## config.mk

```make
export PLATFORM = sky130hd
export DESIGN_NAME = multicycle_ctrl_fsm_flat
export DESIGN_NICKNAME = d
export VERILOG_FILES = /design/src/rtl/ctrl_pkg.sv /design/src/rtl/multicycle_ctrl_fsm_if.sv /design/src/rtl/multicycle_ctrl_fsm_imm_dec.sv /design/src/rtl/multicycle_ctrl_fsm.sv /design/src/flat_wrapper.sv
export SDC_FILE = /design/constraint.sdc
export NUM_CORES = 1
export LEC_CHECK = 0
export BUFFER_PORTS_ARGS = -buffer_cell sky130_fd_sc_hd__clkbuf_2
export CORE_MARGIN = 3
export CORE_UTILIZATION = 50
export CTS_BUF_LIST = sky130_fd_sc_hd__clkbuf_8
export DETAILED_ROUTE_END_ITERATION = 8
export PLACE_DENSITY = 0.87
export SLEW_MARGIN = 0
export SYNTH_ARGS = -nofsm -noshare
export SYNTH_HDL_FRONTEND = slang
export SYNTH_SLANG_ARGS = --single-unit
```

## constraint.sdc

```tcl
create_clock -name clk -period 3.4 [get_ports clk]
set_input_delay 0.51 -clock clk [delete_from_list [all_inputs] [get_ports clk]]
set_output_delay 0.51 -clock clk [all_outputs]
set_load 0.02 [all_outputs]
```

## src/rtl/ctrl_pkg.sv

```systemverilog
// Shared encodings for the multi-cycle RV32I control sequencer: state codes,
// opcodes and the datapath select values driven by the controller.
package ctrl_pkg;

  typedef enum logic [3:0] {
    S_FETCH    = 4'd0,
    S_DECODE   = 4'd1,
    S_MEMADR   = 4'd2,
    S_MEMREAD  = 4'd3,
    S_MEMWB    = 4'd4,
    S_MEMWRITE = 4'd5,
    S_EXECR    = 4'd6,
    S_EXECI    = 4'd7,
    S_ALUWB    = 4'd8,
    S_BRANCH   = 4'd9,
    S_JAL      = 4'd10,
    S_JALR_ADR = 4'd11,
    S_LUI      = 4'd12,
    S_ILLEGAL  = 4'd13
  } state_e;

  localparam logic [6:0] OP_LOAD   = 7'b0000011;
  localparam logic [6:0] OP_STORE  = 7'b0100011;
  localparam logic [6:0] OP_R      = 7'b0110011;
  localparam logic [6:0] OP_IMM    = 7'b0010011;
  localparam logic [6:0] OP_BRANCH = 7'b1100011;
  localparam logic [6:0] OP_JAL    = 7'b1101111;
  localparam logic [6:0] OP_JALR   = 7'b1100111;
  localparam logic [6:0] OP_AUIPC  = 7'b0010111;
  localparam logic [6:0] OP_LUI    = 7'b0110111;

  typedef enum logic {ADR_PC = 1'b0, ADR_RESULT = 1'b1} adr_src_e;

  typedef enum logic [1:0] {
    A_PC = 2'b00, A_OLD_PC = 2'b01, A_RS1 = 2'b10, A_ZERO = 2'b11
  } alu_a_e;

  typedef enum logic [1:0] {B_RS2 = 2'b00, B_IMM = 2'b01, B_FOUR = 2'b10} alu_b_e;

  typedef enum logic [1:0] {
    RES_ALU_OUT = 2'b00, RES_READ_DATA = 2'b01, RES_ALU = 2'b10
  } result_src_e;

  typedef enum logic [1:0] {ALU_ADD = 2'b00, ALU_SUB = 2'b01, ALU_FUNCT = 2'b10} alu_op_e;

  typedef enum logic [2:0] {
    IMM_I = 3'b000, IMM_S = 3'b001, IMM_B = 3'b010, IMM_U = 3'b011, IMM_J = 3'b100
  } imm_src_e;

endpackage

```

## src/rtl/multicycle_ctrl_fsm_if.sv

```systemverilog
// Controller <-> datapath/memory signal bundle. The controller takes the
// master side; the datapath and memory port take the slave side.
interface multicycle_ctrl_fsm_if;
  logic [6:0] op;
  logic       mem_ready;
  logic       branch_taken;
  logic       mem_req;
  logic       mem_write;
  logic       adr_src;
  logic       ir_write;
  logic       pc_write;
  logic       reg_write;
  logic [1:0] alu_src_a;
  logic [1:0] alu_src_b;
  logic [1:0] alu_op;
  logic [1:0] result_src;
  logic [2:0] imm_src;
  logic       illegal_instr;
  logic       instr_retire;
  logic [3:0] state;

  modport master (
    input  op, mem_ready, branch_taken,
    output mem_req, mem_write, adr_src, ir_write, pc_write, reg_write,
           alu_src_a, alu_src_b, alu_op, result_src, imm_src,
           illegal_instr, instr_retire, state
  );

  modport slave (
    output op, mem_ready, branch_taken,
    input  mem_req, mem_write, adr_src, ir_write, pc_write, reg_write,
           alu_src_a, alu_src_b, alu_op, result_src, imm_src,
           illegal_instr, instr_retire, state
  );
endinterface

```

## src/rtl/multicycle_ctrl_fsm_imm_dec.sv

```systemverilog
// Immediate-format decoder: picks the immediate layout from the opcode alone,
// independent of the sequencer state.
module imm_dec
  import ctrl_pkg::*;
(
  input  logic [6:0] op,
  output imm_src_e   imm_src
);

  always_comb begin
    unique case (op)
      OP_LOAD, OP_IMM, OP_JALR: imm_src = IMM_I;
      OP_STORE:                 imm_src = IMM_S;
      OP_BRANCH:                imm_src = IMM_B;
      OP_AUIPC, OP_LUI:         imm_src = IMM_U;
      OP_JAL:                   imm_src = IMM_J;
      default:                  imm_src = IMM_I;
    endcase
  end

endmodule

```

## src/rtl/multicycle_ctrl_fsm.sv

```systemverilog
// Multi-cycle RV32I control sequencer: state register, next-state logic and
// per-state decode of datapath selects, ALU op class and write strobes.
module multicycle_ctrl_fsm
  import ctrl_pkg::*;
(
  input  logic                  clk,
  input  logic                  rst_n,
  multicycle_ctrl_fsm_if.master bus
);

  state_e      state_q, state_d;
  imm_src_e    imm_src;
  logic        mem_req, mem_write, ir_write, pc_write, reg_write;
  logic        illegal_instr, instr_retire;
  adr_src_e    adr_src;
  alu_a_e      alu_src_a;
  alu_b_e      alu_src_b;
  alu_op_e     alu_op;
  result_src_e result_src;

  imm_dec u_imm_dec (
    .op      (bus.op),
    .imm_src (imm_src)
  );

  always_comb begin
    // NOTE: every combinational output gets a default first so no path infers a latch.
    state_d = state_q;
    unique case (state_q)
      S_FETCH:    if (bus.mem_ready) state_d = S_DECODE;
      S_DECODE: begin
        unique case (bus.op)
          OP_LOAD, OP_STORE: state_d = S_MEMADR;
          OP_R:              state_d = S_EXECR;
          OP_IMM:            state_d = S_EXECI;
          OP_BRANCH:         state_d = S_BRANCH;
          OP_JAL:            state_d = S_JAL;
          OP_JALR:           state_d = S_JALR_ADR;
          OP_AUIPC:          state_d = S_ALUWB;
          OP_LUI:            state_d = S_LUI;
          default:           state_d = S_ILLEGAL;
        endcase
      end
      S_MEMADR:   state_d = (bus.op == OP_STORE) ? S_MEMWRITE : S_MEMREAD;
      S_MEMREAD:  if (bus.mem_ready) state_d = S_MEMWB;
      S_MEMWRITE: if (bus.mem_ready) state_d = S_FETCH;
      S_EXECR, S_EXECI, S_JAL, S_LUI: state_d = S_ALUWB;
      S_JALR_ADR: state_d = S_JAL;
      default:    state_d = S_FETCH;
    endcase
  end

  // NOTE: sequential state uses non-blocking assignments only.
  always_ff @(posedge clk or negedge rst_n) begin
    if (!rst_n) state_q <= S_FETCH;
    else        state_q <= state_d;
  end

  always_comb begin
    mem_req       = 1'b0;
    mem_write     = 1'b0;
    adr_src       = ADR_PC;
    ir_write      = 1'b0;
    pc_write      = 1'b0;
    reg_write     = 1'b0;
    alu_src_a     = A_PC;
    alu_src_b     = B_RS2;
    alu_op        = ALU_ADD;
    result_src    = RES_ALU_OUT;
    illegal_instr = 1'b0;
    instr_retire  = 1'b0;
    unique case (state_q)
      S_FETCH: begin
        mem_req    = 1'b1;
        alu_src_b  = B_FOUR;
        result_src = RES_ALU;
        ir_write   = bus.mem_ready;
        pc_write   = bus.mem_ready;
      end
      S_DECODE: begin
        alu_src_a = A_OLD_PC;
        alu_src_b = B_IMM;
      end
      S_MEMADR, S_JALR_ADR: begin
        alu_src_a = A_RS1;
        alu_src_b = B_IMM;
      end
      S_MEMREAD: begin
        mem_req = 1'b1;
        adr_src = ADR_RESULT;
      end
      S_MEMWB: begin
        result_src   = RES_READ_DATA;
        reg_write    = 1'b1;
        instr_retire = 1'b1;
      end
      S_MEMWRITE: begin
        mem_req      = 1'b1;
        mem_write    = 1'b1;
        adr_src      = ADR_RESULT;
        instr_retire = bus.mem_ready;
      end
      S_EXECR: begin
        alu_src_a = A_RS1;
        alu_op    = ALU_FUNCT;
      end
      S_EXECI: begin
        alu_src_a = A_RS1;
        alu_src_b = B_IMM;
        alu_op    = ALU_FUNCT;
      end
      S_ALUWB: begin
        reg_write    = 1'b1;
        instr_retire = 1'b1;
      end
      S_BRANCH: begin
        alu_src_a    = A_RS1;
        alu_op       = ALU_SUB;
        pc_write     = bus.branch_taken;
        instr_retire = 1'b1;
      end
      S_JAL: begin
        alu_src_a = A_OLD_PC;
        alu_src_b = B_FOUR;
        pc_write  = 1'b1;
      end
      S_LUI: begin
        alu_src_a = A_ZERO;
        alu_src_b = B_IMM;
      end
      S_ILLEGAL: illegal_instr = 1'b1;
      default: ;
    endcase
    // state_q is already FETCH during reset, so only the strobes need forcing.
    if (!rst_n) begin
      mem_req       = 1'b0;
      mem_write     = 1'b0;
      ir_write      = 1'b0;
      pc_write      = 1'b0;
      reg_write     = 1'b0;
      illegal_instr = 1'b0;
      instr_retire  = 1'b0;
    end
  end

  assign bus.mem_req       = mem_req;
  assign bus.mem_write     = mem_write;
  assign bus.adr_src       = adr_src;
  assign bus.ir_write      = ir_write;
  assign bus.pc_write      = pc_write;
  assign bus.reg_write     = reg_write;
  assign bus.alu_src_a     = alu_src_a;
  assign bus.alu_src_b     = alu_src_b;
  assign bus.alu_op        = alu_op;
  assign bus.result_src    = result_src;
  assign bus.imm_src       = imm_src;
  assign bus.illegal_instr = illegal_instr;
  assign bus.instr_retire  = instr_retire;
  assign bus.state         = state_q;

endmodule

```

## src/flat_wrapper.sv

```systemverilog
// flat-port wrapper written by rule: the top's interface ports become plain ports
module multicycle_ctrl_fsm_flat import ctrl_pkg::*;
  (clk, rst_n, bus_op, bus_mem_ready, bus_branch_taken, bus_mem_req, bus_mem_write, bus_adr_src, bus_ir_write, bus_pc_write, bus_reg_write, bus_alu_src_a, bus_alu_src_b, bus_alu_op, bus_result_src, bus_imm_src, bus_illegal_instr, bus_instr_retire, bus_state);
  multicycle_ctrl_fsm_if bus_i ();
  input  logic clk;
  input  logic rst_n;
  input wire logic [$bits(bus_i.op)-1:0] bus_op;
  input wire logic [$bits(bus_i.mem_ready)-1:0] bus_mem_ready;
  input wire logic [$bits(bus_i.branch_taken)-1:0] bus_branch_taken;
  output wire logic [$bits(bus_i.mem_req)-1:0] bus_mem_req;
  output wire logic [$bits(bus_i.mem_write)-1:0] bus_mem_write;
  output wire logic [$bits(bus_i.adr_src)-1:0] bus_adr_src;
  output wire logic [$bits(bus_i.ir_write)-1:0] bus_ir_write;
  output wire logic [$bits(bus_i.pc_write)-1:0] bus_pc_write;
  output wire logic [$bits(bus_i.reg_write)-1:0] bus_reg_write;
  output wire logic [$bits(bus_i.alu_src_a)-1:0] bus_alu_src_a;
  output wire logic [$bits(bus_i.alu_src_b)-1:0] bus_alu_src_b;
  output wire logic [$bits(bus_i.alu_op)-1:0] bus_alu_op;
  output wire logic [$bits(bus_i.result_src)-1:0] bus_result_src;
  output wire logic [$bits(bus_i.imm_src)-1:0] bus_imm_src;
  output wire logic [$bits(bus_i.illegal_instr)-1:0] bus_illegal_instr;
  output wire logic [$bits(bus_i.instr_retire)-1:0] bus_instr_retire;
  output wire logic [$bits(bus_i.state)-1:0] bus_state;
  assign bus_i.op = bus_op;
  assign bus_i.mem_ready = bus_mem_ready;
  assign bus_i.branch_taken = bus_branch_taken;
  assign bus_mem_req = bus_i.mem_req;
  assign bus_mem_write = bus_i.mem_write;
  assign bus_adr_src = bus_i.adr_src;
  assign bus_ir_write = bus_i.ir_write;
  assign bus_pc_write = bus_i.pc_write;
  assign bus_reg_write = bus_i.reg_write;
  assign bus_alu_src_a = bus_i.alu_src_a;
  assign bus_alu_src_b = bus_i.alu_src_b;
  assign bus_alu_op = bus_i.alu_op;
  assign bus_result_src = bus_i.result_src;
  assign bus_imm_src = bus_i.imm_src;
  assign bus_illegal_instr = bus_i.illegal_instr;
  assign bus_instr_retire = bus_i.instr_retire;
  assign bus_state = bus_i.state;
  multicycle_ctrl_fsm u_core (.clk(clk), .rst_n(rst_n), .bus(bus_i));
endmodule
```

==> results of run 1 <==
==> power groups by stage <==
| stage | combinational, W | sequential, W | clock, W |
|---|---|---|---|
| global placement | 0.000460 | 0.000140 | 0 |
| floorplan | 0.000385 | 0.000104 | 0 |
| finish | 0.000467 | 0.000147 | 0.0000954 |
| CTS | 0.000467 | 0.000143 | 0.0000974 |
| detailed placement | 0.000466 | 0.000144 | 0 |
| global route | 0.000511 | 0.000154 | 0.000102 |
==> cells in the final DEF, fill, tap and decap left out, types with 2 or more instances in the layout <==
cell type  count
a21oi_1       10
and2_1         2
and3_1         4
clkbuf_2      33
clkbuf_8       3
dfrtp_1        4
inv_1          4
nand2_1       12
nand2b_1       3
nand3b_1       2
nor2_1        12
nor2b_1        3
nor3_1         6
nor3b_1        3
nor4_1         2
o21ai_0        5
o32ai_1        2
==> final timing paths <==
check,start,endpoint,depth (start not counted)
max in group asynchronous,rst_n,u_core.bus.state[1],1
min in group clk,bus_mem_ready,u_core.bus.state[2],2
max reg2reg,u_core.bus.state[0],u_core.bus.state[2],4
min reg2reg,u_core.bus.state[2],u_core.bus.state[1],1
min,rst_n,u_core.bus.state[2],1
max,u_core.bus.state[3],bus_alu_src_b[0],5
==> per-stage QoR <==
step                      setup WS (ns)    util  cell area, um^2  total power, W
after CTS                         1.105  0.7184            852.1       0.0007080
after global routing             0.9045  0.7184            852.1       0.0007661
after floorplan                   1.000       -            675.6       0.0004891
after global placement            1.350  0.6835            810.8       0.0005994
final                             1.068  0.7184            852.1       0.0007093
after detailed placement          1.328  0.6835            810.8       0.0006101
==> worst max-delay path, stage by stage (launching register included) <==
cell	delay (ns)
dfrtp_1	0.56
nand2b_1	0.34
a21oi_1	0.27
o21ai_0	0.13
o21ai_0	0.11
clkbuf_2	0.19
==> per-layer routing <==
| layer | up-vias | part of all wire | track usage |
|---|---|---|---|
| li1 | 432 | - | - |
| met3 | 0 | 0.087 | 0.02119 |
| met5 | - | 0 | 0 |
| met2 | 49 | 0.47 | 0.3114 |
| met1 | 381 | 0.44 | 0.2854 |
| met4 | 0 | 0 | 0.04348 |
==> synth_stat cells, drive strengths merged (2+ instances only) <==
cell,count
and3,4
dfrtp,4
nor2,12
nand2,12
nor4,2
and2b,2
a21oi,10
nor3,6
o21ai,5
inv,4
buf,7
and2,2
nand2b,3
nand3b,2
nor3b,3
nor2b,3
o32ai,2
==> cell families (layout without fill, tap and decap cells) <==
group,Yosys count,count (layout)
compound gates,28,28
xor+xnor,1,1
buf+inv,12,40
flops,4,4
mux,1,1
simple gates,57,57
==> layout make-up <==
class	instances	area, um^2	area share
multi-input cells	87	513.0	0.6021
inverters	4	15.01	0.01762
repair buffers	33	165.2	0.1938
well taps	14	17.52	0.02056
clock buffers	3	41.29	0.04846
flip-flops and latches	4	100.1	0.1175
==> results.ini, run 1 <==
[status]
outcome = finished clean

[synthesis]
seq_area_frac_synth = 0.1481
synth_top_area_frac = 0.1481
yosys_warnings = 0
synth_ff_type = dfrtp_1
ys_top_cells_by_area = dfrtp_1 (15%), a21oi_1 (7.4%), nand2_1 (6.7%), nor2_1 (6.7%), nor3_1 (4.4%)
avgSynthCellArea_um2 = 6.560
muxShareOfSynthArea = 0.01481
syn_nets = 114
netlist_instances = 103
synthArstFlopShare = 1.000
ys_seq_elements = 4
synth-compound-area-share = 0.2722
yosys.area_share.simple = 0.4593
synthAdderAreaFrac = 0
synthXorXnorAreaFrac = 0.01296
synthesis.area_um2 = 675.6
synth_cell_types = 40
synth_top_family_by_area = simple AND/OR/NAND/NOR gates
synth_edf_count = 0
yosys.area.top_type = dfrtp_1

[grt]
grt.overflow.total = 0
grtUsageTotal = 0.1979
antenna_found_initial = 0
grt_max_degree = 23
first_global_vias = 693
grt_pass1_wl_um = 2953

[floorplan]
dieArea_um2 = 1828
row_count = 12
start_util = 0.5696
die_h_um = 42.76
die_x_um = 42.76
core_area_um2 = 1186
io_pins = 34

[clock_tree]
insertion_delay_ns = 0.21
ctsHoldBuffers = 0
cts-root-buf = clkbuf_8
post-cts-setup-buffer-count = 0
cts_resized = 0
cts_tree = yes
cts-buffers-inserted = 3
cts_num_sinks = 4
cts.path.max_buffers = 2
cts-htree-levels = 1
clk_pin_slew_worst_paths_ns = 0.03

[power_and_ir_drop]
clock_power_share = 0.135
swShare = 0.5457
p_seq_frac = 0.207
p_per_area_nw_per_um2 = 832.4
leakagePower_nw = 0.4104
vdd_drop_max_uv = 497.2
intPower_w = 0.0003222
p_sw_w = 0.0003870
p_comb_frac = 0.658

[timing]
fin_crit_sh = 0.6859
finalMaxSlewViolations = 0
fin_crit_ns = 2.332
relSlewSlack = 0.5899
worstMarginPinSlew_ns = 0.6151
setup-violations-final = 0
worst_hold_slack_ns = 0.1451
clock_skew_ns = 0.0003316
finalSetupTns_ns = 0
finalHoldViolCount = 0
rsz0062_at_grt = no
fmax_mhz = 428.8

[worst_setup_path]
crit_type = reg2out
endpoint_kind = primary output
r2r_slack_ns = 1.65
arrival_ns = 1.82
crit_fanout = 18
critPathRequiredTime_ns = 2.89
cp-start-kind = register

[drt]
wire_per_inst_um = 13.43
drc = 0
vias = 862
first_pass_iters = 4
via_per_inst = 5.945
ant_nets = 0
wl_um = 1947
drt_iter0_drc = 31

[finish]
area_growth_pct = 26.11
nets = 144
drive_above_1_share = 0.2824
largest_reg_flops = 4
diodes = 0
final_cells = 145
fill_cells = 108

[placement]
placedCellCount = 142
gp_congestion = 0.8627
dpl.hpwl_um = 1500
port_buffers = 33

[run]
drv_cap = 0

[min_path]
hp-class = in2async

(Power assumes the default switching activity.)
==> run 2, diff against run 1 <==
--- a/config.mk
+++ b/config.mk
@@ -7,10 +7,10 @@
 export LEC_CHECK = 0
 export BUFFER_PORTS_ARGS = -buffer_cell sky130_fd_sc_hd__clkbuf_2
 export CORE_MARGIN = 3
-export CORE_UTILIZATION = 50
+export CORE_UTILIZATION = 42
 export CTS_BUF_LIST = sky130_fd_sc_hd__clkbuf_8
 export DETAILED_ROUTE_END_ITERATION = 8
-export PLACE_DENSITY = 0.87
+export PLACE_DENSITY = 0.77
 export SLEW_MARGIN = 0
 export SYNTH_ARGS = -nofsm -noshare
 export SYNTH_HDL_FRONTEND = slang
==> constraint.sdc (replaced) <==
create_clock -name clk -period 2 [get_ports clk]
set_input_delay 0.3 -clock clk [delete_from_list [all_inputs] [get_ports clk]]
set_output_delay 0.3 -clock clk [all_outputs]
set_load 0.02 [all_outputs]
==> results.ini, run 2 (synthesis gave the netlist of run 1 again) <==
[worst_setup_path]
arrival_ns = 1.61  ; -0.21 ns
crit_family = flip-flops
crit_fanout = 11  ; -7
cp_slowest_cell = dfrtp_2
critPathRequiredTime_ns = 1.70  ; -1.19 ns
max_stage_delay_ns = 0.46  ; -0.10 ns
path_buf_inv = 2  ; +1
crit_type = reg2out
path_cells = buf_4 -> nor2_2 -> nand2_1 -> and2_1 -> o21ai_0 -> clkbuf_2
r2r_slack_ns = 0.48  ; -1.17 ns
r2r_start = u_core.bus.state[0]
endpoint_kind = primary output
crit-reg2reg-capture = u_core.bus.state[2]
cp-start-kind = register
worst_r2r_path_depth = 4  ; unchanged

[timing]
finalHoldViolCount = 0  ; unchanged
rsz0062_at_grt = yes
setup-violations-final = 0  ; unchanged
relSlewSlack = 0.7440  ; +0.1541
fin_crit_sh = 0.9566
worst_hold_slack_ns = 0.4311  ; +0.2861 ns
finalMaxSlewViolations = 0  ; unchanged
fmax_mhz = 522.7
clock_skew_ns = 0.002101  ; +0.001769 ns
worstMarginPinSlew_ns = 0.3839  ; -0.2312 ns
finalSetupTns_ns = 0  ; unchanged
fin_crit_ns = 1.913

[finish]
regArea_um2 = 101.3  ; +1.2%
diodes = 0  ; unchanged
area_growth_pct = 37.04
multiInputGateArea_um2 = 521.8  ; +1.7%
drive_above_1_share = 0.3381  ; +0.05569
fill_cells = 125  ; +16%
layout_commonest_cell = clkbuf_2
largest_reg_flops = 4  ; unchanged
final_cell_mix = clkbuf_2 (33), nand2_1 (12), nor2_1 (11)
nets = 152  ; +5.6%
post-route-util = 0.6619  ; -0.05646

[grt]
grt.overflow.total = 0  ; unchanged
first_global_vias = 777  ; +12%
grt_pass1_wl_um = 3422  ; +16%
antenna_found_initial = 0  ; unchanged
grt_max_degree = 13  ; -43%
grtUsageTotal = 0.2167  ; +0.01881

[drt]
vias = 908  ; +5.3%
via_per_inst = 5.896  ; -0.82%
ant_nets = 0  ; unchanged
wl_met3_um = 212  ; +25%
m1WireLength_um = 909  ; +6.6%
top_layer = met4
wl_um = 2135  ; +9.7%
first_pass_iters = 4  ; unchanged
drc = 0  ; unchanged
drt_iter0_drc = 31  ; unchanged
wire_per_inst_um = 13.86  ; +3.2%
wl_met2_um = 1006  ; +8.9%

[power_and_ir_drop]
swShare = 0.5276  ; -0.01803
intPower_w = 0.0006184  ; +92%
p_sw_w = 0.0006908  ; +78%
vdd_drop_max_uv = 782.7  ; +57%
leakagePower_nw = 0.4501  ; +9.7%
clock_power_share = 0.125  ; -0.010
p_comb_frac = 0.724  ; +0.066
p_per_area_nw_per_um2 = 1414  ; +70%
p_seq_frac = 0.150  ; -0.057
p_total_w = 0.001309  ; +85%

[floorplan]
io_pins = 34  ; unchanged
die_h_um = 46.11  ; +7.8%
start_util = 0.4830  ; -0.08661
row_count = 13  ; +1
die_x_um = 46.11  ; +7.8%
dieArea_um2 = 2126  ; +16%
core_area_um2 = 1399  ; +18%

[clock_tree]
cts_num_sinks = 4  ; unchanged
clk_pin_slew_worst_paths_ns = 0.03  ; about the same
cts-htree-levels = 1  ; unchanged
cts_tree = yes
insertion_delay_ns = 0.21  ; about the same
cts-root-buf = clkbuf_8
cts.path.max_buffers = 2  ; unchanged
cts-buffers-inserted = 3  ; unchanged

[placement]
port_buffers = 33  ; unchanged
gp_congestion = 0.8466  ; -1.9%
dpl.hpwl_um = 1695  ; +13%

[run]
drv_cap = 0  ; unchanged

[min_path]
hp-start = bus_mem_ready
hold_path_depth = 2
hp-class = in2reg
worstHoldEndpoint = u_core.bus.state[2]

[status]
outcome = finished clean

run 2: cell types whose count changed in the layout (fill, tap and decap cells not counted), sizes merged:
cell	change
dlygate4sd3	+1
buf	+7
run 2: worst max path at each step:
stage | start | end | cells after the start
detailed placement | u_core.bus.state[3] | bus_alu_src_b[0] | 6
global route | u_core.bus.state[3] | bus_pc_write | 6
finish | u_core.bus.state[3] | bus_alu_src_b[0] | 6
floorplan | u_core.bus.state[3] | bus_ir_write | 4
global placement | u_core.bus.state[3] | bus_alu_src_b[0] | 6
CTS | u_core.bus.state[3] | bus_alu_src_b[0] | 6
run 2: stage by stage:
stage,worst slack [ns],std cells,area [um^2]
finish,0.08673,154,925.9
global route,-0.005490,154,925.9
CTS,0.02334,154,922.1
detailed placement,0.2472,150,870.8
floorplan,0.07689,103,681.9
global placement,0.3297,150,870.8
run 2: cell type report:
class,instances,share of cell area
repair buffers,41,0.2459
well taps,15,0.02027
clock buffers,3,0.04459
multi-input cells,87,0.5635
flip-flops and latches,4,0.1095
inverters,4,0.01622
run 2: routing by layer:
layer,global-route usage,vias to the layer above
li1,-,450
met1,0.3184,407
met2,0.3187,49
met3,0.03906,2
met4,0.06250,0
met5,0,-
run 2: power groups by stage:
stage / Combinational, W / Sequential [W] / Clock [W]
finish: 0.000948 / 0.000197 / 0.000164
CTS: 0.000941 / 0.000192 / 0.000168
floorplan: 0.000666 / 0.000176 / 0
detailed placement: 0.000938 / 0.000193 / 0
global route: 0.00103 / 0.000205 / 0.000179
global placement: 0.000924 / 0.000187 / 0
run 2: what timing repair did:
item / CTS / global route
setup buffers: 0 / 0
hold endpoints to repair: 4 / 0
endpoints found under the setup margin: 0 / 3
gates resized for setup: 0 / 2
hold buffers: 1 / 0
==> run 3, diff against run 2 <==
--- a/config.mk
+++ b/config.mk
@@ -11,6 +11,7 @@
 export CTS_BUF_LIST = sky130_fd_sc_hd__clkbuf_8
 export DETAILED_ROUTE_END_ITERATION = 8
 export PLACE_DENSITY = 0.77
+export RECOVER_POWER = 50
 export SLEW_MARGIN = 0
 export SYNTH_ARGS = -nofsm -noshare
 export SYNTH_HDL_FRONTEND = slang
==> results.ini, run 3 (synthesis gave the netlist of run 1 again) <==
[timing]
finalHoldViolCount = 0  ; unchanged
fin_crit_sh = 0.9590  ; +0.002344
worstMarginPinSlew_ns = 0.3740  ; -0.009938 ns
finalMaxSlewViolations = 0  ; unchanged
relSlewSlack = 0.7475  ; +0.003461
rsz0062_at_grt = yes
fin_crit_ns = 1.918  ; +0.004689 ns
setup-violations-final = 0  ; unchanged
clock_skew_ns = 0.001957  ; -0.0001433 ns
worst_hold_slack_ns = 0.4330  ; +0.001843 ns
finalSetupTns_ns = 0  ; unchanged
fmax_mhz = 521.4  ; -0.24%

[finish]
regArea_um2 = 101.3  ; unchanged
fill_cells = 125  ; unchanged
area_growth_pct = 36.30
drive_above_1_share = 0.3094  ; -0.02878
final_cell_mix = clkbuf_2 (29), nand2_1 (12), nor2_1 (11)
diodes = 0  ; unchanged
fin_area_um2 = 920.9  ; -0.54%
multiInputGateArea_um2 = 521.8  ; unchanged
post-route-util = 0.6583  ; -0.003578
nets = 152  ; unchanged
layout_commonest_cell = clkbuf_2
largest_reg_flops = 4  ; unchanged

[clock_tree]
cts.path.max_buffers = 2  ; unchanged
clk_pin_slew_worst_paths_ns = 0.03  ; about the same
cts_tree = yes
cts_num_sinks = 4  ; unchanged
post-cts-setup-buffer-count = 0  ; unchanged
insertion_delay_ns = 0.21  ; about the same
cts-buffers-inserted = 3  ; unchanged
cts-htree-levels = 1  ; unchanged
cts-root-buf = clkbuf_8

[floorplan]
row_count = 13  ; unchanged
die_h_um = 46.11  ; unchanged
core_area_um2 = 1399  ; unchanged
start_util = 0.4830  ; unchanged
io_pins = 34  ; unchanged
die_x_um = 46.11  ; unchanged
dieArea_um2 = 2126  ; unchanged

[power_and_ir_drop]
p_total_w = 0.001301  ; -0.62%
swShare = 0.5296  ; +0.001954
p_per_area_nw_per_um2 = 1413  ; about the same
leakagePower_nw = 0.4369  ; -2.9%
intPower_w = 0.0006120  ; -1.0%
p_seq_frac = 0.151  ; about the same
p_sw_w = 0.0006890  ; -0.25%
clock_power_share = 0.126  ; about the same
p_comb_frac = 0.723  ; about the same
vdd_drop_max_uv = 781.4  ; -0.18%

[grt]
grt.overflow.total = 0  ; unchanged
antenna_found_initial = 0  ; unchanged
grt_max_degree = 13  ; unchanged
grtUsageTotal = 0.2167  ; unchanged
grt_pass1_wl_um = 3422  ; unchanged
first_global_vias = 777  ; unchanged

[placement]
port_buffers = 33  ; unchanged
gp_congestion = 0.8466  ; unchanged
dpl.hpwl_um = 1695  ; unchanged
place_area_um2 = 870.8  ; unchanged

[worst_setup_path]
crit_family = flip-flops
critPathRequiredTime_ns = 1.70  ; about the same
cp_slowest_cell = dfrtp_2
path_buf_inv = 2  ; unchanged
crit_fanout = 11  ; unchanged
path_cells = buf_4 -> nor2_2 -> nand2_1 -> and2_1 -> o21ai_0 -> clkbuf_2
crit_type = reg2out
arrival_ns = 1.62  ; about the same
endpoint_kind = primary output
max_stage_delay_ns = 0.46  ; about the same
cp-start-kind = register

[drt]
ant_nets = 0  ; unchanged
drt_iter0_drc = 43  ; +39%
vias = 931  ; +2.5%
via_per_inst = 6.045  ; +2.5%
first_pass_iters = 4  ; unchanged
drc = 0  ; unchanged
wl_um = 2139  ; +0.19%
wire_per_inst_um = 13.89  ; +0.19%

[min_path]
hp-class = in2reg

[run]
drv_cap = 0  ; unchanged

[status]
outcome = finished clean

run 3: power by group through the flow:
stage                     registers [W]  logic [W]  clock network [W]
after global routing           0.000205    0.00103           0.000179
after floorplan                0.000176   0.000666                  0
final                          0.000196   0.000941           0.000164
after global placement         0.000187   0.000924                  0
after detailed placement       0.000193   0.000938                  0
after CTS                      0.000192   0.000941           0.000168
run 3: through the flow:
stage	setup WS, ns	cells
global route	-0.005490	154
global placement	0.3297	150
detailed placement	0.2472	150
floorplan	0.07689	103
CTS	0.02334	154
finish	0.08204	154
run 3: worst paths after layout:
path / cells past startpoint / from / endpoint / slack, ns
max in group asynchronous: 2 / rst_n / u_core.bus.state[3] / 1.34
min in group asynchronous: 2 / rst_n / u_core.bus.state[2] / 0.47
hold reg to reg: 2 / u_core.bus.state[1] / u_core.bus.state[1] / 0.68
setup reg to reg: 5 / u_core.bus.state[3] / u_core.bus.state[2] / 0.50
setup / recovery: 6 / u_core.bus.state[3] / bus_alu_src_b[0] / 0.08
hold / removal: 2 / bus_mem_ready / u_core.bus.state[2] / 0.43
run 3: final cells by class:
cell class,instances,area share
tap,15,0.02038
timing repair buffer,41,0.2418
multi-input combinational,87,0.5666
sequential,4,0.1101
inverter,4,0.01630
clock buffer,3,0.04484
run 3: worst register-to-register path: stages, from the launching register on:
cell and delay, ns:
dfrtp_2 0.46, buf_4 0.20, nor2_2 0.17, nand2_1 0.10, o32a_1 0.36, o32ai_1 0.11
run 3: timing repair:
action,4_1_cts,5_1_grt
endpoints found under the hold margin,4,0
endpoints found under the setup margin,0,3
gates resized for setup,0,2
hold buffers,1,0
run 3: per-layer routing:
layer	global-route usage	wire, um	up-vias
met5	0	0	-
met4	0.06250	18	0
met3	0.03906	190	6
met2	0.3187	1007	48
met1	0.3184	923	425
li1	-	-	452
